**config.mk**
```make
export PLATFORM = sky130hd
export DESIGN_NAME = rd_engine
export DESIGN_NICKNAME = d
export VERILOG_FILES = /design/src/rtl/hbm_bench_pkg.sv /design/src/rtl/hbm_addr_gen.sv /design/src/rtl/rd_engine.sv
export SDC_FILE = /design/constraint.sdc
export NUM_CORES = 2
export LEC_CHECK = 0
export ABC_AREA = 1
export CORE_AREA = 5 5 265 267
export CTS_CLUSTER_DIAMETER = 60
export DETAILED_ROUTE_END_ITERATION = 10
export DIE_AREA = 0 0 270 272
export PLACE_DENSITY = 0.93
export SYNTH_ARGS = -nofsm -noshare
export SYNTH_HDL_FRONTEND = slang
export SYNTH_SLANG_ARGS = --single-unit
```
**constraint.sdc**
```tcl
create_clock -name clk -period 6.5 [get_ports clk]
set_input_delay 1.3 -clock clk [delete_from_list [all_inputs] [get_ports clk]]
set_output_delay 1.3 -clock clk [all_outputs]
set_load 0.01 [all_outputs]
```
**src/rtl/hbm_bench_pkg.sv**
```systemverilog
// Shared definitions for the HBM benchmark read/write engines.
// Holds the lt_params field layout, the engine state encoding, the fixed AXI
// attribute values and the AxSIZE helper.
package hbm_bench_pkg;

  // lt_params field layout
  localparam int unsigned WG_LSB       = 0;
  localparam int unsigned WG_W         = 32;
  localparam int unsigned STRIDE_LSB   = 32;
  localparam int unsigned STRIDE_W     = 32;
  localparam int unsigned NOPS_LSB     = 64;
  localparam int unsigned NOPS_W       = 64;
  localparam int unsigned BURST_LSB    = 128;
  localparam int unsigned BURST_W      = 32;
  localparam int unsigned INIT_LSB     = 160;
  localparam int unsigned LAT_MODE_BIT = 255;

  localparam int unsigned TIMER_W = 64;
  localparam int unsigned ERR_W   = 32;

  typedef enum logic [2:0] {
    ST_IDLE     = 3'd0,
    ST_STARTED  = 3'd1,
    ST_TH_ADDR  = 3'd2,
    ST_TH_DATA  = 3'd3,
    ST_LAT_ADDR = 3'd4,
    ST_LAT_WAIT = 3'd5,
    ST_END      = 3'd6
  } eng_state_e;

  // Fixed AXI attributes: INCR bursts, normal access, unprivileged/non-secure data
  localparam logic [1:0] AXI_BURST_INCR = 2'b01;
  localparam logic [1:0] AXI_LOCK       = 2'b00;
  localparam logic [3:0] AXI_CACHE      = 4'b0000;
  localparam logic [2:0] AXI_PROT       = 3'b010;
  localparam logic [3:0] AXI_QOS        = 4'b0000;
  localparam logic [3:0] AXI_REGION     = 4'b0000;

  // AxSIZE for a full-width beat; only 256 and 512 bit buses are supported
  function automatic logic [2:0] axsize_f(input int unsigned dw);
    return (dw == 512) ? 3'b110 : 3'b101;
  endfunction

endpackage

```
**src/rtl/hbm_addr_gen.sv**
```systemverilog
// Strided, work-group-masked address generator.
// Ports: clk, rst (sync, active-high), clear_i (zero the offset),
//        advance_i (add stride after an accepted request), init_addr_i,
//        stride_i, mask_i (work_group_size-1), addr_o (registered address).
// addr_o = init_addr_i + (offset & mask_i); the offset wraps silently.
module hbm_addr_gen
  import hbm_bench_pkg::*;
#(
  parameter int unsigned ADDR_WIDTH = 33
) (
  input  logic                  clk,
  input  logic                  rst,
  input  logic                  clear_i,
  input  logic                  advance_i,
  input  logic [ADDR_WIDTH-1:0] init_addr_i,
  input  logic [STRIDE_W-1:0]   stride_i,
  input  logic [ADDR_WIDTH-1:0] mask_i,
  output logic [ADDR_WIDTH-1:0] addr_o
);

  logic [ADDR_WIDTH-1:0] offset_q, offset_d;
  logic [ADDR_WIDTH-1:0] addr_q;

  // Next offset: clear wins over advance
  always_comb begin
    offset_d = offset_q;
    if (clear_i) begin
      offset_d = '0;
    end else if (advance_i) begin
      offset_d = offset_q + ADDR_WIDTH'(stride_i);
    end
  end

  // Address is recomputed every cycle so a late mask update is picked up
  always_ff @(posedge clk) begin
    if (rst) begin
      offset_q <= '0;
      addr_q   <= '0;
    end else begin
      offset_q <= offset_d;
      addr_q   <= init_addr_i + (offset_d & mask_i);
    end
  end

  assign addr_o = addr_q;

endmodule

```
**src/rtl/rd_engine.sv**
```systemverilog
// AXI4 read benchmark engine for one HBM pseudo-channel.
// Ports: clk, rst (sync, active-high), start, lt_params (run parameters),
//        end_of_exec (one-cycle done pulse), lat_timer_sum (cycle result),
//        rd_err_cnt (R beats with RRESP != 0), m_axi_AR* (address channel),
//        m_axi_R* (data channel, always ready).
// Throughput mode issues all ARs back to back and times the whole run;
// latency mode keeps one AR outstanding and sums per-request latency.
module rd_engine
  import hbm_bench_pkg::*;
#(
  parameter int unsigned ADDR_WIDTH  = 33,
  parameter int unsigned DATA_WIDTH  = 256,
  parameter int unsigned PARAMS_BITS = 256,
  parameter int unsigned ID_WIDTH    = 5
) (
  input  logic                   clk,
  input  logic                   rst,
  input  logic                   start,
  input  logic [PARAMS_BITS-1:0] lt_params,
  output logic                   end_of_exec,
  output logic [TIMER_W-1:0]     lat_timer_sum,
  output logic [ERR_W-1:0]       rd_err_cnt,
  output logic                   m_axi_ARVALID,
  input  logic                   m_axi_ARREADY,
  output logic [ADDR_WIDTH-1:0]  m_axi_ARADDR,
  output logic [ID_WIDTH-1:0]    m_axi_ARID,
  output logic [7:0]             m_axi_ARLEN,
  output logic [2:0]             m_axi_ARSIZE,
  output logic [1:0]             m_axi_ARBURST,
  output logic [1:0]             m_axi_ARLOCK,
  output logic [3:0]             m_axi_ARCACHE,
  output logic [2:0]             m_axi_ARPROT,
  output logic [3:0]             m_axi_ARQOS,
  output logic [3:0]             m_axi_ARREGION,
  input  logic                   m_axi_RVALID,
  input  logic [DATA_WIDTH-1:0]  m_axi_RDATA,
  input  logic [1:0]             m_axi_RRESP,
  input  logic                   m_axi_RLAST,
  input  logic [ID_WIDTH-1:0]    m_axi_RID,
  output logic                   m_axi_RREADY
);

  // log2 of bytes per beat
  localparam int unsigned BEAT_SHIFT = (DATA_WIDTH == 512) ? 6 : 5;

  eng_state_e            state_q;
  logic [WG_W-1:0]       wg_q;
  logic [WG_W-1:0]       wg_mask_q;
  logic [STRIDE_W-1:0]   stride_q;
  logic [NOPS_W-1:0]     nops_q;
  logic [NOPS_W-1:0]     nops_m1_q;
  logic [BURST_W-1:0]    burst_q;
  logic [ADDR_WIDTH-1:0] init_q;
  logic                  lat_mode_q;
  logic [7:0]            arlen_q;
  logic [NOPS_W-1:0]     ar_cnt_q;
  logic [NOPS_W-1:0]     rlast_cnt_q;
  logic [TIMER_W-1:0]    timer_q;
  logic [ERR_W-1:0]      err_q;
  logic                  arvalid_q;
  logic                  eoe_q;

  logic ar_fire_c;
  logic rlast_c;
  logic rerr_c;
  logic run_c;
  logic unused_sink_c;

  assign ar_fire_c = arvalid_q & m_axi_ARREADY;
  assign rlast_c   = m_axi_RVALID & m_axi_RLAST;
  assign rerr_c    = m_axi_RVALID & (m_axi_RRESP != 2'b00);
  // R beats only count while a run is active past STARTED
  assign run_c     = (state_q != ST_IDLE) && (state_q != ST_STARTED);

  // Read data and ID are sunk; reserved parameter bits are ignored
  assign unused_sink_c = ^{m_axi_RDATA, m_axi_RID,
                           lt_params[LAT_MODE_BIT-1:INIT_LSB+ADDR_WIDTH]};

  hbm_addr_gen #(
    .ADDR_WIDTH (ADDR_WIDTH)
  ) u_addr_gen (
    .clk         (clk),
    .rst         (rst),
    .clear_i     (state_q == ST_STARTED),
    .advance_i   (ar_fire_c),
    .init_addr_i (init_q),
    .stride_i    (stride_q),
    .mask_i      (ADDR_WIDTH'(wg_mask_q)),
    .addr_o      (m_axi_ARADDR)
  );

  // Engine FSM with its counters and registered outputs
  always_ff @(posedge clk) begin
    if (rst) begin
      state_q     <= ST_IDLE;
      wg_q        <= '0;
      wg_mask_q   <= '0;
      stride_q    <= '0;
      nops_q      <= '0;
      nops_m1_q   <= '0;
      burst_q     <= '0;
      init_q      <= '0;
      lat_mode_q  <= 1'b0;
      arlen_q     <= '0;
      ar_cnt_q    <= '0;
      rlast_cnt_q <= '0;
      timer_q     <= '0;
      err_q       <= '0;
      arvalid_q   <= 1'b0;
      eoe_q       <= 1'b0;
    end else begin
      eoe_q <= 1'b0;

      // Saturating error-beat counter; STARTED below overrides with a clear
      if (run_c && rerr_c && (err_q != '1)) begin
        err_q <= err_q + ERR_W'(1);
      end

      case (state_q)
        ST_IDLE: begin
          if (start) begin
            wg_q       <= lt_params[WG_LSB +: WG_W];
            stride_q   <= lt_params[STRIDE_LSB +: STRIDE_W];
            nops_q     <= lt_params[NOPS_LSB +: NOPS_W];
            burst_q    <= lt_params[BURST_LSB +: BURST_W];
            init_q     <= lt_params[INIT_LSB +: ADDR_WIDTH];
            lat_mode_q <= lt_params[LAT_MODE_BIT];
            state_q    <= ST_STARTED;
          end
        end

        ST_STARTED: begin
          wg_mask_q   <= wg_q - WG_W'(1);
          nops_m1_q   <= nops_q - NOPS_W'(1);
          arlen_q     <= 8'((burst_q >> BEAT_SHIFT) - BURST_W'(1));
          ar_cnt_q    <= '0;
          rlast_cnt_q <= '0;
          timer_q     <= '0;
          err_q       <= '0;
          if (nops_q == '0) begin
            state_q <= ST_END;
          end else if (lat_mode_q) begin
            arvalid_q <= 1'b1;
            state_q   <= ST_LAT_ADDR;
          end else begin
            arvalid_q <= 1'b1;
            state_q   <= ST_TH_ADDR;
          end
        end

        ST_TH_ADDR: begin
          if (rlast_c) begin
            rlast_cnt_q <= rlast_cnt_q + NOPS_W'(1);
          end
          if (rlast_cnt_q != nops_q) begin
            timer_q <= timer_q + TIMER_W'(1);
          end
          if (ar_fire_c) begin
            ar_cnt_q <= ar_cnt_q + NOPS_W'(1);
            if (ar_cnt_q == nops_m1_q) begin
              arvalid_q <= 1'b0;
              state_q   <= ST_TH_DATA;
            end
          end
        end

        // Timer stops after the cycle that carried the final RLAST
        ST_TH_DATA: begin
          if (rlast_cnt_q == nops_q) begin
            state_q <= ST_END;
          end else begin
            timer_q <= timer_q + TIMER_W'(1);
            if (rlast_c) begin
              rlast_cnt_q <= rlast_cnt_q + NOPS_W'(1);
            end
          end
        end

        ST_LAT_ADDR: begin
          if (ar_fire_c) begin
            arvalid_q <= 1'b0;
            ar_cnt_q  <= ar_cnt_q + NOPS_W'(1);
            state_q   <= ST_LAT_WAIT;
          end
        end

        // Counts from the cycle after AR accept through the RLAST cycle
        ST_LAT_WAIT: begin
          timer_q <= timer_q + TIMER_W'(1);
          if (rlast_c) begin
            rlast_cnt_q <= rlast_cnt_q + NOPS_W'(1);
            if (rlast_cnt_q == nops_m1_q) begin
              state_q <= ST_END;
            end else begin
              arvalid_q <= 1'b1;
              state_q   <= ST_LAT_ADDR;
            end
          end
        end

        ST_END: begin
          eoe_q   <= 1'b1;
          state_q <= ST_IDLE;
        end

        default: begin
          arvalid_q <= 1'b0;
          state_q   <= ST_IDLE;
        end
      endcase
    end
  end

  assign end_of_exec    = eoe_q;
  assign lat_timer_sum  = timer_q;
  assign rd_err_cnt     = err_q;
  assign m_axi_ARVALID  = arvalid_q;
  assign m_axi_ARID     = '0;
  assign m_axi_ARLEN    = arlen_q;
  assign m_axi_ARSIZE   = axsize_f(DATA_WIDTH);
  assign m_axi_ARBURST  = AXI_BURST_INCR;
  assign m_axi_ARLOCK   = AXI_LOCK;
  assign m_axi_ARCACHE  = AXI_CACHE;
  assign m_axi_ARPROT   = AXI_PROT;
  assign m_axi_ARQOS    = AXI_QOS;
  assign m_axi_ARREGION = AXI_REGION;
  assign m_axi_RREADY   = 1'b1;

endmodule
```
==> flow_summary.ini <==
[outcome]
status = completed

[pwr]
seqPwrFrac_pct = 33.6
p_switching_w = 0.00578
switching_share_pct = 41.9
p_clk_share_pct = 30.4
power.density_mw_per_mm2 = 331
p_leak_nw = 16.3
p_total_w = 0.0138
peakVddDrop_mv = 0.306
combPwrFrac_pct = 35.9
intPower_w = 0.00803

[synth]
avgSynthCellArea_um2 = 6.18
synthArstFlopShare_pct = 0
synth_cell_types = 49
yosysSeqAreaShare_pct = 31.7
synth_edf_count = 0
ys.flop_type = dfxtp_1
syn_area_mm2 = 0.0359
ys_seq_elements = 568
synthCells = 5798
yosys-top-cells-area = dfxtp_1 32%, nand2_1 15%, nor2_1 9.4%
synth.most_common_cell = nand2_1
synth_top_area_share_pct = 31.7
synth_top_area_cell = dfxtp_1
yosysWarnings = 0
synthTopCellsByCount = 1433 x nand2_1, 895 x nor2_1, 581 x inv_1, 575 x a21oi_1, 568 x dfxtp_1

[routing]
wl_per_cell_um = 20.4
drc = 0
antenna_left = 0
via_per_inst = 5.72
first_pass_iters = 7
wirelength_um = 141000
initialDrtViolationCount = 4522
via_count = 39600

[sta]
max_freq_mhz = 210
fin_crit_ns = 4.75
finalHoldViolCount = 0
setup_tns_ns = 0
slew_headroom_pct = 23.8
post-route-period-util_pct = 73.1
rsz0062_at_grt = no
worstMarginPinSlew_ns = 1.13
finClkSkew_ns = 0.0216
setup_viol_count_final = 0
final_max_slew_viol_count = 0

[clocking]
cts-root-buf = clkbuf_16
hold_buffers = 0
cts_resized = 0
htree_levels = 3
cts_made_buffers = 70
post_cts_buffers = 0
cts_tree = yes
clock_latency_ns = 0.62
clk_path_buf_depth = 3
cts.sinks = 568
clkTransAtPathRegs_ns = 0.06

[worst_setup_path]
critPathLaunchType = input pin
reg2reg_from = rlast_cnt_q[0]$_SDFFE_PP0P_
crit_fanout = 57
crit_buf_inv = 3
path_class = in2reg
r2r_end = lat_timer_sum[0]$_SDFFE_PP0P_
crit_family = compound AO/OA/AOI/OAI gates
cp_common_cell = o21ai_0
r2r_cells = 14
cpPeakStageDelay_ns = 0.52
regToRegSetupSlack_ns = 2.37
slowest_stage = buf_4
critical_path.cell_chain = clkdlybuf4s50_1 > nand2_1 > inv_1 > buf_4 > o21ai_0 > o21bai_1 > nor2_1 > ha_1 > nand2_1 > o21ai_0 > a21oi_1 > o21ai_0 > nand4_1 > a21oi_1 > nor2_1
cp.arrival_ns = 5.27
end_kind = flop
crit_required_ns = 7.01

[floorplan]
die_area_mm2 = 0.0734
die_y_um = 272
rows = 96
io_pins = 692
fp.dieW_um = 270
start_util_pct = 52.8
core-area_mm2 = 0.0679

[job]
cap_violations = 0

[placement]
gp_congestion = 1.05
dp_hpwl_um = 109000
port_buffers = 316

[global_routing]
grt_pass1_vias = 36300
grtUsageTotal_pct = 36.6
overflow = 0
grt_max_degree = 158
grt_pass1_wl_um = 212000
antenna_found_initial = 7

[min_path]
hp-class = reg2reg
min_from = wg_q[0]$_SDFFE_PP0P_
holdPathEnd = wg_mask_q[0]$_SDFFE_PP0P_
min_path_cells = 1

[final_layout]
fin_util_pct = 61.5
layout-drive-gt1-share_pct = 3.52
nets = 6565
synthToLayoutAreaGrowth_pct = 16.5
## logic make-up (layout without fill, tap and decap cells)
logic type | Yosys count | count (layout) | share of synthesized area (%)
other cells | 2 | 33 | 0.0209
xor+xnor | 259 | 259 | 6.33
buf+inv | 868 | 1066 | 9.61
flops | 568 | 568 | 31.7
compound gates | 1006 | 1006 | 14.8
fa+ha+maj | 72 | 72 | 2.55
mux | 1 | 1 | 0.0279
simple gates | 3022 | 3022 | 35.0
## area by class of cell
cell class                 count  area [um2]
clock buffer                  98        2080
tap                          882        1100
clock inverter                28         394
multi-input combinational   4388       21200
antenna                        5        12.5
timing repair buffer         340        3370
fill                        6404       26100
sequential                   568       11400
inverter                     600        2260
## flip-flops by register name, summed over array words and instances, names as in the netlist, 33 cells and up
register	cells
ar_cnt_q	64
init_q	33
lat_timer_sum	64
nops_m1_q	64
nops_q	64
rlast_cnt_q	64
u_addr_gen.addr_o	33
## routing by layer
layer,GRT usage [%],part of all wire (%)
met1,47.7,41
met2,57.1,43
met4,20.2,6.3
met3,7.15,10
met5,0,0.027
## metrics by stage
| step | cells | setup WS [ns] | hold slack, ns | cell area (um2) |
|---|---|---|---|---|
| finish | 6909 | 1.75 | 0.434 | 41800 |
| global route | 6908 | 1.55 | 0.462 | 41800 |
| CTS | 6904 | 1.83 | 0.438 | 41700 |
| detailed placement | 6778 | 1.21 | 0.429 | 39300 |
| global placement | 6778 | 1.32 | 0.419 | 39300 |
| floorplan | 5824 | 2.32 | 0.406 | 36000 |
## how the worst max path moves through the flow
stage | startpoint | end | cells past startpoint
floorplan | m_axi_ARREADY | u_addr_gen.addr_o[30]$_SDFF_PP0_ | 16
global placement | m_axi_ARREADY | u_addr_gen.addr_o[30]$_SDFF_PP0_ | 15
detailed placement | m_axi_ARREADY | u_addr_gen.addr_o[30]$_SDFF_PP0_ | 15
CTS | m_axi_ARREADY | u_addr_gen.addr_o[30]$_SDFF_PP0_ | 15
global route | m_axi_ARREADY | u_addr_gen.addr_o[30]$_SDFF_PP0_ | 15
finish | m_axi_ARREADY | u_addr_gen.addr_o[30]$_SDFF_PP0_ | 15
## power groups by stage
stage	Clock (W)	Sequential (W)	Combinational, W
floorplan	0	0.00443	0.00332
CTS	0.00424	0.00460	0.00486
finish	0.00420	0.00464	0.00496
global route	0.00439	0.00467	0.00543
global placement	0	0.00466	0.00474
detailed placement	0	0.00467	0.00482
## placed cells by master (no fill, tap or decap), types with 6 or more instances in the layout
master / n
a21o_1: 11
a21oi_1: 574
a31oi_1: 15
buf_4: 22
bufinv_16: 8
clkbuf_1: 11
clkbuf_16: 75
clkbuf_8: 12
clkdlybuf4s50_1: 314
clkinv_2: 9
clkinvlp_4: 7
conb_1: 28
dfxtp_1: 568
ha_1: 70
inv_1: 580
inv_2: 17
nand2_1: 1429
nand2_2: 6
nand3_1: 398
nand3b_1: 9
nand4_1: 95
nor2_1: 894
nor2_2: 13
nor3_1: 110
nor4_1: 24
o211ai_1: 19
o21a_1: 19
o21ai_0: 321
o21bai_1: 30
or2_2: 15
xnor2_1: 32
xor2_1: 227
(Power assumes the default switching activity.)
